==> src/rtl/disp_mux_pwm.sv <==
// -----------------------------------------------------------------------------
// disp_mux_pwm
//   Time-multiplexed seven-segment driver for N_DIGITS common-anode digits.
//   Keeps its own per-digit segment pattern registers (loaded via an indexed
//   write port), scans one digit per refresh slot, and gates the active digit
//   with per-digit blanking and a PWM brightness control.
//
// Ports
//   clk        in   system clock, rising edge
//   reset      in   asynchronous reset, active-high
//   wr_en      in   write strobe for one digit pattern register
//   wr_sel     in   digit index to write; indices >= N_DIGITS are ignored
//   wr_data    in   segment pattern, active-low {dp,g,f,e,d,c,b,a}
//   blank_mask in   per-digit blank; 1 forces that digit dark
//   duty       in   brightness; 0 = dark, all-ones = always on
//   an         out  anode enables, active-low, registered (at most one low)
//   sseg       out  segment drives, active-low, registered
// -----------------------------------------------------------------------------
module disp_mux_pwm #(
    parameter int N_DIGITS     = 4,
    parameter int REFRESH_BITS = 18,
    parameter int PWM_BITS     = 4,
    localparam int SELW        = (N_DIGITS > 1) ? $clog2(N_DIGITS) : 1
) (
    input  logic                    clk,
    input  logic                    reset,
    input  logic                    wr_en,
    input  logic [SELW-1:0]         wr_sel,
    input  logic [7:0]              wr_data,
    input  logic [N_DIGITS-1:0]     blank_mask,
    input  logic [PWM_BITS-1:0]     duty,
    output logic [N_DIGITS-1:0]     an,
    output logic [7:0]              sseg
);

    localparam logic [N_DIGITS-1:0] AN_ONE   = N_DIGITS'(1);
    localparam logic [SELW-1:0]     IDX_LAST = SELW'(N_DIGITS - 1);

    // Refresh counter and current digit index
    logic [REFRESH_BITS-1:0] cnt_q, cnt_d;
    logic [SELW-1:0]         idx_q, idx_d;

    // Registered outputs
    logic [N_DIGITS-1:0]     an_q, an_d;
    logic [7:0]              sseg_q, sseg_d;

    // Flattened view of all digit pattern registers
    logic [N_DIGITS-1:0][7:0] digits;

    // One pattern register per digit. Comparing against the constant digit
    // number means an index >= N_DIGITS matches no register and is dropped.
    generate
        for (genvar gi = 0; gi < N_DIGITS; gi++) begin : g_digit
            logic [7:0] d_q;

            always_ff @(posedge clk or posedge reset) begin
                if (reset) begin
                    d_q <= 8'hFF;
                end else if (wr_en && (wr_sel == SELW'(gi))) begin
                    d_q <= wr_data;
                end
            end

            assign digits[gi] = d_q;
        end
    endgenerate

    // Slot advance happens on the same edge the counter wraps to zero.
    always_comb begin
        cnt_d = cnt_q + REFRESH_BITS'(1);
        idx_d = idx_q;
        if (cnt_q == {REFRESH_BITS{1'b1}}) begin
            idx_d = (idx_q == IDX_LAST) ? '0 : idx_q + SELW'(1);
        end
    end

    // PWM phase is the top bits of the slot counter, so each slot is split
    // into 2**PWM_BITS equal sub-periods. Full-scale duty is special-cased
    // because phase < duty can never hold for the last sub-period.
    logic [PWM_BITS-1:0] phase;
    logic                lit;
    logic                show;

    assign phase = cnt_q[REFRESH_BITS-1 -: PWM_BITS];
    assign lit   = (duty == {PWM_BITS{1'b1}}) || (phase < duty);
    assign show  = lit && !blank_mask[idx_q];

    // Segments are only driven together with their anode; when dark both
    // go inactive so no ghosting appears on another digit.
    always_comb begin
        an_d   = '1;
        sseg_d = 8'hFF;
        if (show) begin
            an_d   = ~(AN_ONE << idx_q);
            sseg_d = digits[idx_q];
        end
    end

    always_ff @(posedge clk or posedge reset) begin
        if (reset) begin
            cnt_q  <= '0;
            idx_q  <= '0;
            an_q   <= '1;
            sseg_q <= 8'hFF;
        end else begin
            cnt_q  <= cnt_d;
            idx_q  <= idx_d;
            an_q   <= an_d;
            sseg_q <= sseg_d;
        end
    end

    assign an   = an_q;
    assign sseg = sseg_q;

endmodule

==> config.mk <==
export PLATFORM = sky130hd
export DESIGN_NAME = disp_mux_pwm
export DESIGN_NICKNAME = d
export VERILOG_FILES = /design/src/rtl/disp_mux_pwm.sv
export SDC_FILE = /design/constraint.sdc
export NUM_CORES = 1
export LEC_CHECK = 0
export CORE_AREA = 10 10 84 86
export CTS_BUF_LIST = sky130_fd_sc_hd__clkbuf_8
export CTS_CLUSTER_DIAMETER = 60
export CTS_CLUSTER_SIZE = 12
export DETAILED_ROUTE_END_ITERATION = 8
export DIE_AREA = 0 0 94 96
export PLACE_DENSITY = 0.88
export REMOVE_ABC_BUFFERS = 1
export SYNTH_ARGS = -nofsm -noshare
export SYNTH_HDL_FRONTEND = slang
export SYNTH_SLANG_ARGS = --single-unit
export TNS_END_PERCENT = 100
==> constraint.sdc <==
create_clock -name clk -period 2.4 [get_ports clk]
set_input_delay 0.48 -clock clk [delete_from_list [all_inputs] [get_ports clk]]
set_output_delay 0.48 -clock clk [all_outputs]
set_load 0.01 [all_outputs]
==> metrics.txt, run 1 <==
WL/cell 15.9 µm; Avg Inst Size Synth 14.1 µm²; Psw 533 µW; core area 5410 µm²; Area Growth Syn to Fin 21.0%; Placer Congestion 0.721; ratio of cells with drive above 1 in the final layout 43.5%; R2R Path End sseg[1]; ANT nets after route 0; clock skew 8.19 ps; die height 96 µm; met2 WL 2580 µm; synth warn 0; critical path type reg -> out; IR drop worst, VDD 0.000302 V; max-cap viol count 0; CTS Root Buffer Type clkbuf_8; Initial DRC Count 54; Clock Power Share 30.9%; cell count after synthesis 204; nets 278; # IOs 33; CP Launch Type flip-flop; met3 wire len 281 µm; top routing layer used met4; number of synthesized register bits 64; Reg clk slew, reported paths 60 ps; Tot Pwr 2390 µW; sequential share of power 56.1%; Via-to-Cell Ratio 5.24; Diodes inserted 0; input/output buffers 32; Final Cycle Share 79.5%; clk buf depth 2; beginning of the worst hold path cnt_q[0]; Seq/Total Area, Yosys 57.4%; TNS Setup 0 ps; DP HPWL 3920 µm; Critical-path top delay cell clkdlybuf4s50_1; outcome finished, final reports clean; die area 9020 µm²; DR vias 1704; Hold Buf Count CTS 0; arrival time of the worst setup path 1430 ps; Routed met1 length 2230 µm; DRC viols 0; Worst R2R Setup Slack 620 ps; Synth Cell Area 2890 µm²; first-pass GRT wire length 8780 µm; FF-to-FF path depth 4; Worst Hold Class reg -> reg; initial antenna violation count 0; Post-CTS Setup Inserts 0; Comb pwr share 12.9%; Hold Path Cell Cnt 1; drt pass-1 iters 6; Lkg Pwr 0.00145 µW; Int Power 1850 µW; Die W 94 µm; power per cell area 683 nW/µm²; final setup fails 0; All-Layer GR Usage 12.8%; RSZ-0062 raised after global routing false; CTS Buf Count 9; clock latency on the worst-skew pair 330 ps; Hold Path Sink cnt_q[0]; relative slew slack 61.7%; post-CTS sizing 0; grt total ovfl 0; worst r2r src idx_q[0]; worst path cell trace clkdlybuf4s50_1; vias in the first global route 1864; Peak Freq 524 MHz; crit path buf inv count 1; cell family with most CP delay buffers and inverters; final WL 5180 µm; critical-path maximum fanout 1; number of library cell types mapped by synthesis 31; worst slew pin tran 575 ps; Worst path max stage delay 590 ps; largest net degree at the start of global routing 25; Starting Density 53.4%; row count 27; switching share of total power 22.3%; CP endpoint kind output pin; CTS tree yes; Final Max Slew Viols 0; Hold Vio Cnt, Final 0; CP required 1920 ps; CTS Sinks 64; # H-tree levels 3; fin crit period 1910 ps
==> sequential cells by signal, summed over array words and instances, names as in the netlist <==
signal       count
cnt_q           18
an               4
idx_q            2
g_digit.d_q     32
sseg             8
==> worst max-delay path by stage <==
stage,slack [ps],startpoint,depth (start not counted),endpoint
finish,490,sseg[1],1,sseg[1]
global route,450,idx_q[0],4,sseg[1]
CTS,470,sseg[1],1,sseg[1]
detailed placement,370,duty[3],6,sseg[0]
global placement,440,duty[3],6,an[1]
floorplan,390,reset,1,cnt_q[0]
==> synthesized netlist by cell type <==
cell,n,area share (%)
xnor2_1,11,3.3
nand3b_1,2,0.52
and3_2,1,0.26
nand3_2,1,0.35
inv_1,10,1.3
nor3b_2,1,0.43
ha_1,8,3.5
dfrtp_1,20,17
mux4_2,9,7.0
and2_1,1,0.22
o211ai_1,4,1.0
dfstp_2,44,40
nand4_4,1,0.74
mux2_2,32,12
nand2b_1,1,0.22
xor2_1,5,1.5
nor4_1,1,0.22
o21ai_0,8,1.4
a21oi_1,2,0.35
nand3_1,6,1.0
mux2_1,2,0.78
nor3_1,2,0.35
nor3_4,1,0.56
o21a_1,1,0.26
clkbuf_1,3,0.39
nor2_4,1,0.39
buf_4,1,0.26
nand4_2,1,0.43
nand2_1,9,1.2
nor2_1,13,1.7
nand4_1,2,0.43
==> routing by layer <==
layer	track usage [%]	up-vias
li1	-	811
met5	0	-
met1	14.3	847
met4	9.75	0
met3	3.19	9
met2	21.0	37
==> through the flow <==
step | hold WS, ps | cells | utilization (%) | cell area [µm²] | setup WS (ps)
2_1_floorplan | 442 | 200 | - | 2870 | 395
3_3_place_gp | 457 | 310 | 61.7 | 3340 | 441
3_5_place_dp | 469 | 310 | 61.7 | 3340 | 368
4_1_cts | 477 | 325 | 64.6 | 3490 | 473
5_1_grt | 491 | 325 | 64.6 | 3490 | 451
6_report | 473 | 325 | 64.6 | 3490 | 492
==> power by group through the flow <==
| stage | clock network, µW | logic, µW | registers (µW) |
|---|---|---|---|
| finish | 738 | 309 | 1340 |
| global route | 807 | 336 | 1350 |
| CTS | 762 | 313 | 1340 |
| detailed placement | 0 | 312 | 1360 |
| global placement | 0 | 299 | 1350 |
| floorplan | 0 | 181 | 1340 |
==> cell usage in the layout, fill, tap and decap left out, types with 2 or more instances in the layout <==
cell type and instances:
dfrtp_1 20, mux2_1 2, xor2_1 5, ha_1 8, clkdlybuf4s50_1 32, o211ai_1 4, nand3b_1 2, nor3_1 2
a21oi_1 2, xnor2_1 11, clkbuf_8 10, nand2_1 9, buf_4 5, nor2_1 13, mux4_2 9, nand4_1 2
dfstp_2 44, o21ai_0 8, nand3_1 6, mux2_2 32, inv_1 13
==> cell families (layout without fill, tap and decap cells) <==
logic type / count (synthesis) / in the layout / share of synthesized area (%)
xor gates and xnor gates: 16 / 16 / 4.85
DFF: 64 / 64 / 57.4
buffers and inverters: 14 / 63 / 1.95
adders and majority gates: 8 / 8 / 3.47
AOI/OAI and AO/OA: 15 / 15 / 3.03
and+or+nand+nor: 44 / 44 / 9.02
muxes: 43 / 43 / 20.3
==> area by class of cell <==
cell class / count / area, µm²
repair buffers: 38 / 378
clock inverters: 5 / 20.0
multi-input cells: 126 / 1170
flip-flops and latches: 64 / 1660
inverters: 10 / 37.5
clock buffers: 10 / 138
well taps: 72 / 90.1
fillers: 399 / 1910
Power figures use the tool's default switching activity.
==> run 2: changes to the inputs <==
- CORE_AREA: 10 10 84 86 -> 10 10 86 88
- DIE_AREA: 0 0 94 96 -> 0 0 96 98
- PLACE_DENSITY: 0.88 -> 0.87
- clock period: 2.4 -> 1.7 ns (I/O delays scaled with it)
==> run 2 against run 1 <==
  * Wire length up 2.2%
  * Power up 49%
  * Flip-flop and latch count unchanged
  * Critical endpoint is now sseg[4]
  * Largest cell class unchanged
  * Largest power group unchanged
==> metrics.txt, run 2 (same netlist as run 1, synthesis figures left out) <==
Routed met1 length 2310 µm (+3.9%); Lkg Pwr 0.00151 µW (+3.7%); CP endpoint kind flip-flop; ratio of cells with drive above 1 in the final layout 46.2% (+2.7 points); Fillers 424 (+6.3%); setup ws final 168 ps (-324 ps); outcome finished, final reports clean; power per cell area 986 nW/µm² (+44%); initial antenna violation count 0 (unchanged); final core area utilization 62.7% (-2.0 points); Hold Vio Cnt, Final 0 (unchanged); commonest non-fill, non-tap cell in the layout dfstp_2; worst slew pin tran 372 ps (-204 ps); Via-to-Cell Ratio 5.15 (-1.7%); CP Launch Type input pin; Starting Density 50.2% (-3.2 points); arrival time of the worst setup path 1780 ps (+350 ps); critical path type in -> reg; max-cap viol count 0 (unchanged); DR vias 1737 (+1.9%); Area Growth Syn to Fin 24.7%; first-pass GRT wire length 9120 µm (+3.8%); critical-path maximum fanout 12 (+11); met3 wire len 254 µm (-9.6%); CTS Sinks 64 (unchanged); die area 9410 µm² (+4.3%); Peak Freq 653 MHz; final WL 5290 µm (+2.2%); Final Cycle Share 90.1%; Final Max Slew Viols 0 (unchanged); IR drop worst, VDD 0.000489 V (+62%); grt total ovfl 0 (unchanged); final hold slack 377 ps (-96.0 ps); WL/cell 15.7 µm (-1.4%); pre-CTS setup slack -188 ps (-556 ps); nets 286 (+2.9%); Hold Buf Count CTS 0 (unchanged); met2 WL 2590 µm (+0.43%); Diodes inserted 0 (unchanged); largest net degree at the start of global routing 65 (+160%); CP required 1950 ps (+30 ps); fin crit period 1530 ps; commonest non-fill, non-tap cells in the layout dfstp_2, mux2_2, dfrtp_1, clkdlybuf4s50_1, nor2_1; # IOs 33 (unchanged); Most flops, register g_digit.d_q; top routing layer used met4; core area 5750 µm² (+6.3%); final setup fails 0 (unchanged); post-placement cell count 321 (+3.5%); CTS Buf Count 9 (unchanged); row count 28 (+3.7%); DP HPWL 3930 µm (+0.29%); die height 98 µm (+2.1%); input/output buffers 32 (unchanged); vias in the first global route 1898 (+1.8%); All-Layer GR Usage 12.6% (-0.21 points); Initial DRC Count 109 (+100%); clk buf depth 2 (unchanged); CTS Root Buffer Type clkbuf_8; Post-Layout Cell Count 337 (+3.7%); clock skew 12.2 ps (+4.05 ps); Placer Congestion 0.749 (+3.8%); Reg clk slew, reported paths 70 ps (about the same); ANT nets after route 0 (unchanged); relative slew slack 75.2% (+14 points); drt pass-1 iters 4 (-2); CTS tree yes; Die W 96 µm (+2.1%); Largest register FFs 32 (unchanged); # H-tree levels 3 (unchanged); clock latency on the worst-skew pair 340 ps (about the same); RSZ-0062 raised after global routing false; DRC viols 0 (unchanged); Worst Hold Class in -> async
[run 2: cell count changes in the layout (fill, tap and decap cells not counted), sizes merged]
| cell | change |
|---|---|
| clkinv | +2 |
| clkdlybuf4s50 | -12 |
| bufinv | +1 |
| buf | +8 |
| inv | -2 |
| dlygate4sd2 | +12 |
[run 2: metal layers]
layer | global-route usage (%) | vias to the layer above
met5 | 0 | -
met4 | 6.81 | 0
met3 | 3.60 | 11
met2 | 19.8 | 33
met1 | 15.1 | 865
li1 | - | 828
[run 2: worst max-delay path: stages]
cell	delay [ps]
clkdlybuf4s50_1	450
inv_1	50
ha_1	310
a21oi_1	130
o21a_1	320
o21ai_0	160
[run 2: layout make-up]
class	count	area, µm²	share of cell area [%]
clock buffers	10	138	3.82
multi-input cells	126	1170	32.6
well taps	75	93.8	2.61
flip-flops and latches	64	1660	46.0
clock inverters	6	52.6	1.46
repair buffers	46	448	12.4
inverters	10	37.5	1.04
[run 2: final timing paths]
kind                       slack (ps)       from  cells past startpoint                end
setup / recovery                  170    duty[3]                      6            sseg[4]
hold / removal                    380      reset                      3          cnt_q[10]
setup reg to reg                  230   idx_q[0]                      4            sseg[4]
hold reg to reg                   470  cnt_q[12]                      1          cnt_q[12]
max in group asynchronous        1010      reset                      3  g_digit[2].d_q[6]
min in group clk                  470  cnt_q[12]                      1          cnt_q[12]
[run 2: repair_timing]
action,4_1_cts,5_1_grt
setup buffers,0,0
resized for setup,12,0
endpoints found under the setup margin,12,0
[run 2: stage by stage]
step / area, µm² / TNS (ps) / power [µW]
floorplan: 2870 / -3310 / 2150
global placement: 3420 / -1370 / 2330
detailed placement: 3420 / -1950 / 2360
CTS: 3600 / 0 / 3600
global route: 3600 / 0 / 3730
finish: 3600 / 0 / 3550
[run 2: power breakdown]
part / internal, µW / total, µW / switching, µW
Sequential: 1810 / 1890 / 76.0
Combinational: 256 / 420 / 164
Clock: 698 / 1240 / 544
